==> src/rtl/rtc_timekeeper.sv <==
// rtc_timekeeper: 24-hour timekeeper with clock-rate prescaler, 12h/24h
// display mapping, validated time-set handshake and second/day rollover
// pulses. Internal time is always kept in 24h form; the display mapping
// is purely combinational.
//
// Optional feature: define RTC_ALARM_EN to add an armed hh:mm:00 alarm
// comparator (ports alarm_arm, alarm_hours, alarm_minutes, alarm_hit).
module rtc_timekeeper #(
    parameter int TICKS_PER_SEC = 1000,
    parameter int PRESC_W       = 16
) (
    input  logic       clk,
    input  logic       rst,
    input  logic       run,
    input  logic       mode_12h,
    input  logic       set_valid,
    output logic       set_ready,
    input  logic [4:0] set_hours,
    input  logic [5:0] set_minutes,
    input  logic [5:0] set_seconds,
`ifdef RTC_ALARM_EN
    input  logic       alarm_arm,
    input  logic [4:0] alarm_hours,
    input  logic [5:0] alarm_minutes,
    output logic       alarm_hit,
`endif
    output logic [4:0] hours,
    output logic       pm,
    output logic [5:0] minutes,
    output logic [5:0] seconds,
    output logic       sec_pulse,
    output logic       day_rollover,
    output logic       set_error
);

    localparam logic [PRESC_W-1:0] PRESC_TC = PRESC_W'(TICKS_PER_SEC - 1);

    logic [PRESC_W-1:0] presc;
    logic [4:0]         h24;
    logic [5:0]         min_q;
    logic [5:0]         sec_q;

    logic               accept;
    logic               load_ok;
    logic               tick;

    logic [4:0]         nxt_h24;
    logic [5:0]         nxt_min;
    logic [5:0]         nxt_sec;
    logic               nxt_day_wrap;

    // Handshake and prescaler terminal-count decode
    always_comb begin
        accept  = set_valid && set_ready;
        load_ok = (set_hours <= 5'd23) && (set_minutes <= 6'd59) &&
                  (set_seconds <= 6'd59);
        tick    = run && (presc == PRESC_TC);
    end

    // Time one second ahead, with the sec -> min -> hour carry chain
    always_comb begin
        nxt_sec      = sec_q;
        nxt_min      = min_q;
        nxt_h24      = h24;
        nxt_day_wrap = 1'b0;
        if (sec_q == 6'd59) begin
            nxt_sec = '0;
            if (min_q == 6'd59) begin
                nxt_min = '0;
                if (h24 == 5'd23) begin
                    nxt_h24      = '0;
                    nxt_day_wrap = 1'b1;
                end else begin
                    nxt_h24 = h24 + 5'd1;
                end
            end else begin
                nxt_min = min_q + 6'd1;
            end
        end else begin
            nxt_sec = sec_q + 6'd1;
        end
    end

`ifdef RTC_ALARM_EN
    logic alarm_match;

    // Alarm matches only the tick-advanced time at hh:mm:00; the next-time
    // values are always in range, so out-of-range alarm settings never match
    always_comb begin
        alarm_match = alarm_arm && (nxt_sec == 6'd0) &&
                      (nxt_min == alarm_minutes) && (nxt_h24 == alarm_hours);
    end
`endif

    // Prescaler, time registers, handshake ready and event pulses.
    // A load takes priority over a tick on the same edge and suppresses
    // all tick-driven pulses; a rejected load also holds the prescaler.
    always_ff @(posedge clk or posedge rst) begin
        if (rst) begin
            presc        <= '0;
            h24          <= '0;
            min_q        <= '0;
            sec_q        <= '0;
            sec_pulse    <= 1'b0;
            day_rollover <= 1'b0;
            set_error    <= 1'b0;
            set_ready    <= 1'b1;
`ifdef RTC_ALARM_EN
            alarm_hit    <= 1'b0;
`endif
        end else begin
            sec_pulse    <= 1'b0;
            day_rollover <= 1'b0;
            set_error    <= 1'b0;
            set_ready    <= 1'b1;
`ifdef RTC_ALARM_EN
            alarm_hit    <= 1'b0;
`endif
            if (accept) begin
                set_ready <= 1'b0;
                if (load_ok) begin
                    presc <= '0;
                    h24   <= set_hours;
                    min_q <= set_minutes;
                    sec_q <= set_seconds;
                end else begin
                    set_error <= 1'b1;
                end
            end else if (run) begin
                if (tick) begin
                    presc        <= '0;
                    h24          <= nxt_h24;
                    min_q        <= nxt_min;
                    sec_q        <= nxt_sec;
                    sec_pulse    <= 1'b1;
                    day_rollover <= nxt_day_wrap;
`ifdef RTC_ALARM_EN
                    alarm_hit    <= alarm_match;
`endif
                end else begin
                    presc <= presc + PRESC_W'(1);
                end
            end
        end
    end

    // Display mapping: 24h passthrough, or 12h with 0 -> 12 AM, 12 -> 12 PM
    always_comb begin
        minutes = min_q;
        seconds = sec_q;
        if (!mode_12h) begin
            hours = h24;
            pm    = 1'b0;
        end else begin
            pm = (h24 >= 5'd12);
            if (h24 == 5'd0) begin
                hours = 5'd12;
            end else if (h24 > 5'd12) begin
                hours = h24 - 5'd12;
            end else begin
                hours = h24;
            end
        end
    end

endmodule

==> config.mk <==
export PLATFORM = sky130hd
export DESIGN_NAME = rtc_timekeeper
export DESIGN_NICKNAME = d
export VERILOG_FILES = /design/src/rtl/rtc_timekeeper.sv
export SDC_FILE = /design/constraint.sdc
export NUM_CORES = 1
export LEC_CHECK = 0
export ABC_AREA = 1
export BUFFER_PORTS_ARGS = -buffer_cell sky130_fd_sc_hd__buf_2
export CORE_UTILIZATION = 45
export CTS_CLUSTER_DIAMETER = 200
export CTS_CLUSTER_SIZE = 10
export DETAILED_ROUTE_END_ITERATION = 8
export HOLD_SLACK_MARGIN = 0.12
export PLACE_DENSITY = 0.68
export SYNTH_ARGS = -nofsm -noshare
export SYNTH_HDL_FRONTEND = slang
export SYNTH_SLANG_ARGS = --single-unit
==> constraint.sdc <==
create_clock -name clk -period 1.5 [get_ports clk]
set_clock_uncertainty 0.05 [all_clocks]
set_input_delay 0.075 -clock clk [delete_from_list [all_inputs] [get_ports clk]]
set_output_delay 0.075 -clock clk [all_outputs]
set_load 0.05 [all_outputs]
==> results of run 1 <==
## stage by stage
| step | utilization (%) | power, mW | worst slack (ps) | hold WS, ps | setup TNS [ps] |
|---|---|---|---|---|---|
| after global routing | 69.7 | 4.51 | -313 | 207 | -3820 |
| after floorplan | - | 2.58 | -352 | 203 | -1800 |
| after CTS | 65.5 | 4.09 | -210 | 155 | -1410 |
| final | 69.7 | 4.26 | -225 | 185 | -1620 |
| after global placement | 57.5 | 3.08 | -5.59 | 163 | -9.93 |
| after detailed placement | 57.5 | 3.11 | -61.1 | 166 | -373 |
## registers in the layout, summed over array words and instances, names as in the netlist
signal        cells
h24               5
minutes           6
day_rollover      1
set_ready         1
seconds           6
set_error         1
presc            16
sec_pulse         1
## kinds of logic (layout without fill, tap and decap cells)
family / after synthesis / after routing / synth area share (%)
and+or+nand+nor: 260 / 260 / 44.5
AOI/OAI and AO/OA: 29 / 31 / 6.96
xor gates and xnor gates: 13 / 13 / 4.11
adders and majority gates: 8 / 8 / 3.62
DFF: 37 / 37 / 33.5
buffers and inverters: 45 / 155 / 7.37
## worst min-delay path by stage
stage | to | depth (start not counted)
2_1_floorplan | day_rollover$_DFF_PP0_ | 1
3_3_place_gp | sec_pulse$_DFF_PP0_ | 3
3_5_place_dp | sec_pulse$_DFF_PP0_ | 3
4_1_cts | presc[1]$_DFFE_PP0P_ | 3
5_1_grt | presc[0]$_DFFE_PP0P_ | 3
6_report | presc[0]$_DFFE_PP0P_ | 3
## routing by layer
metal  wire (µm)  vias up
li1            -     1482
met1        3300     1444
met2        4120      101
met3         429       17
met4         172        0
met5           0        -
## final cells by class
class	instances	share of cell area (%)
Clock buffer	8	1.94
Inverter	39	4.21
Multi-Input combinational cell	312	47.8
Sequential cell	37	23.1
Tap cell	75	2.27
Timing Repair Buffer	107	20.5
Timing Repair inverter	1	0.212
## what timing repair did
item,4_1_cts,5_1_grt
gates cloned,1,2
hold buffers,19,0
hold endpoints to repair,54,0
gates resized for setup,47,57
endpoints found under the setup margin,31,40
pin swaps,13,10
buffers inserted,6,5
## where the power goes
| group | total [mW] | internal, mW | switching (mW) |
|---|---|---|---|
| Clock | 0.686 | 0.330 | 0.356 |
| Combinational | 2.23 | 0.864 | 1.37 |
| Sequential | 1.34 | 1.16 | 0.178 |
| Total | 4.26 | 2.36 | 1.90 |
## worst register-to-register path, delay by kind of cell (launching register included)
family        cells  cell delay (ps)
buf+inv           4              380
fa+ha+maj         1              160
flops             1              440
simple gates      6              480
## layout by cell type (no fill, tap or decap), drive strengths merged, types with 4 or more instances in the layout
| master | synthesis | routed |
|---|---|---|
| buf | 5 | 88 |
| nor2 | 42 | 42 |
| nor3 | 4 | 4 |
| xor2 | 7 | 7 |
| ha | 8 | 8 |
| nand3 | 44 | 44 |
| dfrtp | 36 | 36 |
| o21ai | 23 | 24 |
| clkbuf | 1 | 8 |
| xnor2 | 6 | 6 |
| nand4 | 12 | 12 |
| dlygate4sd3 | 0 | 19 |
| nand2 | 155 | 155 |
| inv | 37 | 39 |
==> summary.md, run 1 <==
| Metric | Value |
|---|---|
| Status | finished, violations left |
| Failing checks | setup timing |
| RD Place Congestion | between 0.8 and 0.9 |
| Leading area contributor after synthesis | dfrtp_1 |
| Levels on crit path | 9 |
| Post-DRT Antenna Nets | 0 |
| Minimum clock period | around 1700 ps |
| Num rows | 28 |
| GR met3 Demand/Resource | between 3 and 4% |
| Post-synth EDFFs | 0 |
| GRT Total Usage | 25.7% |
| Die Height | 80.4 µm |
| DRT Pass-1 Iters | 4 |
| Slew Viols, Final | 0 |
| CP max stage delay | about 440 ps |
| H-tree depth | 2 |
| CP Launch Type | flop |
| Actual slew at the worst max-slew pin | between 400 and 500 ps |
| Dpl cells | ~540 |
| CTS Buf Count | 5 |
| Crit-path cells | ha_4 -> nand2_1 -> inv_1 -> nand2_1 -> nand3_2 -> inv_2 -> nand2_2 -> o211ai_1 -> buf_4 |
| Pwr Density | 1030 mW/mm² |
| Max frequency | just under 600 MHz |
| Largest net degree at the start of global routing | 38 |
| DIE WIDTH | around 80 µm |
| Area delta synth->final | 49.0% |
| Synth cell types | 37 |
| Cell Area, Synth | 0.00277 mm² |
| Most common flop cell mapped by yosys | dfrtp_1 |
| GR Overflow Total | 0 |
| Synthesized area per cell | 7.06 µm² |
| Die area | approximately 0.0065 mm² |
| DP Wirelength | ~5000 µm |
| CTS root buffer | clkbuf_8 |
| R2R Path Start | h24[3]$_DFFE_PP0P_ |
| R2R depth | 11 |
| Top cell type's share of synthesized area | 32.5% |
| Syn Inst Count | around 390 |
| Vias | about 3000 |
| Gr busiest metal | met2 |
| Worst hold start | run |
| Final Cycle Share | 115% |
| Vias per inst | approximately 5.3 |
| Clk_lat worst skew | roughly 300 ps |
| Non-Filler Instances | ~580 |
| Synthesis-stage register bit count | 37 |
| Worst path top cell family by delay | flip-flops |
| Worst setup path start | h24[3]$_DFFE_PP0P_ |
| Placement-stage cell area | approximately 0.0034 mm² |
| R2R Setup Slk | -120 ps |
| Multi-input gate area | between 0.0015 and 0.002 mm² |
| Vias in the first global route | around 2800 |
| Final Net Count | 533 |
| Register area | ~950 µm² |
| Initial antenna violation count | 0 |
| Worst VDD drop | just over 0.0009 V |
| Core area | a little under 0.006 mm² |
| CTS tree | built |
| Worst-path fanout max | 3 |
| Buf+Inv Stages, Crit Path | 3 |
| Setup CP Type | flop to primary output |
| Fill cells | approximately 470 |
| IO Pins | between 40 and 50 |
| Fin. Hold Viols | 0 |
| Asr flop ratio synth | between 90% and 100% |
| N_diodes | 0 |
| Top cells by count, synth | 147 x nand2_1, 41 x nand3_1, 36 x dfrtp_1 |
| Routed WL per cell | about 14 µm |
| Share of cells above drive strength 1 | approximately two fifths |
| Worst-path clk slew | 80 ps |
| Sequential element share of the synthesized area | 33.5% |
| Sink Count | 37 |
| Max-slew headroom | 68.0% |
| RSZ-0062 raised after global routing | true |
| First-pass GRT wire length | about 13000 µm |
| HP Class | input port to flop |
| Met1 GRT Util | roughly 31% |
| Drt total wl | between 8000 and 9000 µm |
| Endpoints failing setup | 21 |
| Starting DRC count in detailed routing | a little under 200 |
| CP Capture Type | primary output |
| Crit path required time | between 1000 and 1500 ps |
| CP Capture Point | hours[3] |
| Leakage Power | 1.99 nW |
| Worst setup margin | -225 ps |
| Drc violations | 0 |
| Crit-path slowest cell | dfrtp_2 |
| Port bufs | 43 |
| Ys Warns | 0 |
| Most common cell in the netlist | nand2_1 |
| Final instance area | between 0.004 and 0.005 mm² |
| Worst reg2reg path endpoint | h24[3]$_DFFE_PP0P_ |
| Area contributors post-synth | dfrtp_1 33%, nand2_1 20%, nand3_1 7.4% |
| Max Root-Sink Buffers | 2 |
| Synth Net Count | roughly 420 |
| Maxcap violations | 0 |
| CP arrival | 1600 ps |
| Initial core utilization | 46.8% |
| Met2 Usage GRT | a little under half |
| Critical path's most frequent cell | nand2_1 |
(Power assumes the default switching activity.)
==> run 2: changes to the inputs <==
==> constraint.sdc (replaced) <==
create_clock -name clk -period 1.5 [get_ports clk]
set_clock_uncertainty 0.05 [all_clocks]
set_input_delay 0.3 -clock clk [delete_from_list [all_inputs] [get_ports clk]]
set_output_delay 0.3 -clock clk [all_outputs]
set_load 0.05 [all_outputs]
==> run 2 against run 1 <==
- the run still ends with setup timing left
- sequential share of layout area grew 0.21 points
- register-to-register slack gained 80 ps
- worst hold slack gained 88 ps
- setup slack lost 240 ps
- routed wire length shrank 1.5%
- fmax shrank 12%
- final area shrank 1.0%
- clock-buffer cell count shrank 3
- die area is the same
- via count shrank 1.5%
- power grew 3.4%
- largest cell class unchanged
==> summary.md, run 2 (same netlist as run 1, synthesis figures left out) <==
| Metric | Value |
|---|---|
| Status | finished, violations left |
| Failing checks | setup timing |
| Leakage Power | 2.00 nW (+0.16%) |
| TNS Setup | -2590 ps (-971 ps) |
| Worst-path fanout max | 3 (unchanged) |
| CP Launch Type | flop |
| N_diodes | 0 (unchanged) |
| Worst hold slack | 272 ps (+87.6 ps) |
| Area delta synth->final | 47.5% |
| Max-slew headroom | 79.0% (+11 points) |
| Hold Crit Depth | 5 (+2) |
| Sink Count | 37 (unchanged) |
| Setup CP Type | flop to primary output |
| Largest net degree at the start of global routing | 38 (unchanged) |
| Vias per inst | 5.19 (-1.2%) |
| Actual slew at the worst max-slew pin | 314 ps (-166 ps) |
| Dpl cells | 541 (+0.37%) |
| Crit path required time | 1150 ps (-220 ps) |
| Worst setup margin | -467 ps (-242 ps) |
| DP Wirelength | 5080 µm (about the same) |
| Max frequency | 508 MHz (-12%) |
| Pwr Density | 1080 mW/mm² (+4.5%) |
| CP arrival | 1620 ps (+20 ps) |
| Fin. Hold Viols | 0 (unchanged) |
| GRT Total Usage | 25.4% (-0.39 points) |
| Max Root-Sink Buffers | 2 (unchanged) |
| Die Height | 80.4 µm (unchanged) |
| Vias | 2997 (-1.5%) |
| Drt total wl | 7900 µm (-1.5%) |
| Initial antenna violation count | 0 (unchanged) |
| H-tree depth | 2 (unchanged) |
| GR Overflow Total | 0 (unchanged) |
| Dpl ws | -234 ps (-173 ps) |
| Fill cells | 485 (+2.5%) |
| Commonest non-fill, non-tap cell in the layout | nand2_1 |
| CTS tree | built |
| CTS root buffer | clkbuf_8 |
| RD Place Congestion | 0.883 (+3.8%) |
| HP Class | input port to flop |
| Placement-stage cell area | 0.00345 mm² (+1.3%) |
| Max FFs per register | 16 (unchanged) |
| Share of cells above drive strength 1 | 43.8% (+3.2 points) |
| Non-Filler Instances | 577 (-0.35%) |
| RSZ-0062 raised after global routing | true |
| Crit-path slowest cell | dfrtp_2 |
| Worst VDD drop | 0.000907 V (-1.3%) |
| Num rows | 28 (unchanged) |
| Crit-path cells | ha_4 -> nand2_2 -> inv_2 -> nand2_2 -> nand3_2 -> inv_2 -> nand2_1 -> o211ai_1 -> buf_4 |
| Largest Register | presc |
| Core area | 0.00592 mm² (unchanged) |
| Maxcap violations | 0 (unchanged) |
| Drc violations | 0 (unchanged) |
| Die area | 0.00647 mm² (unchanged) |
| Slew Viols, Final | 0 (unchanged) |
| Clk_lat worst skew | 300 ps (about the same) |
| Final Util | 69.0% (-0.72 points) |
| Final Net Count | 531 (-0.38%) |
| Total chip power | 4.40 mW (+3.4%) |
| CTS Buf Count | 5 (unchanged) |
| DIE WIDTH | 80.4 µm (unchanged) |
| Initial core utilization | 46.8% (unchanged) |
| Final instance area | 0.00408 mm² (-1.0%) |
| Final Cycle Share | 131% (+16 points) |
| Minimum clock period | 1970 ps (+242 ps) |
| Buf+Inv Stages, Crit Path | 3 (unchanged) |
| DRT Pass-1 Iters | 5 (+1) |
| IO Pins | 44 (unchanged) |
| Worst path top cell family by delay | flip-flops |
| Most frequent cells in the layout | 126 x nand2_1, 56 x buf_4, 36 x buf_2 |
| Routed WL per cell | 13.7 µm (-1.2%) |
| Worst-path clk slew | 80 ps (about the same) |
| Vias in the first global route | 2773 (-2.1%) |
| First-pass GRT wire length | 12700 µm (-0.54%) |
| Endpoints failing setup | 15 (-29%) |
| Starting DRC count in detailed routing | 228 (+15%) |
| R2R depth | 6 (-5) |
| CP Capture Type | primary output |
| Post-DRT Antenna Nets | 0 (unchanged) |
| Port bufs | 43 (unchanged) |
| CP max stage delay | 450 ps (about the same) |
| Levels on crit path | 9 (unchanged) |
run 2: worst min-delay path: cells and delay by family:
kind | cells | cell delay, ps
buffers and inverters | 1 | 70
AND/OR/NAND/NOR | 4 | 210
run 2: cell type report:
class                           count  area, µm²  area share [%]
Clock buffer                        5       68.8            1.69
Clock inverter                      3       17.5           0.429
Inverter                           39        180            4.41
Multi-Input combinational cell    312       1960            48.1
Sequential cell                    37        952            23.3
Tap cell                           75       93.8            2.30
Timing Repair Buffer              105        798            19.5
Timing Repair inverter              1       8.76           0.214
run 2: metal layers:
metal / part of all wire (%) / track usage, %
met3: 3.6 / 3.18
met2: 51 / 43.1
met1: 45 / 33.7
met5: 0 / 0
met4: 1.2 / 6.96
run 2: path summary, 6_finish.rpt:
kind                                              from                      to  slack, ps
max in group asynchronous                          rst     set_ready$_DFF_PP1_        620
worst max register to register     set_ready$_DFF_PP1_   presc[11]$_DFFE_PP0P_        -40
worst max-delay path                h24[3]$_DFFE_PP0P_                hours[3]       -470
worst min register to register  seconds[4]$_DFFE_PP0P_  seconds[4]$_DFFE_PP0P_        500
worst min-delay path                    set_minutes[0]  minutes[0]$_DFFE_PP0P_        270
min in group asynchronous                          rst   presc[14]$_DFFE_PP0P_        520
run 2: timing repair:
| action | 4_1_cts | 5_1_grt |
|---|---|---|
| cloned | 2 | 2 |
| gates resized for setup | 42 | 44 |
| endpoints found under the setup margin | 37 | 39 |
| hold buffers | 1 | 0 |
| pin swaps | 13 | 8 |
| hold endpoints to repair | 36 | 0 |
| setup buffers | 12 | 12 |
run 2: where the power goes:
group / switching, mW / total [mW] / leakage, nW / internal, mW
Combinational: 1.40 / 2.35 / 1.48 / 0.943
Clock: 0.397 / 0.719 / 0.0439 / 0.321
Sequential: 0.176 / 1.34 / 0.469 / 1.16
Total: 1.98 / 4.40 / 2.00 / 2.43
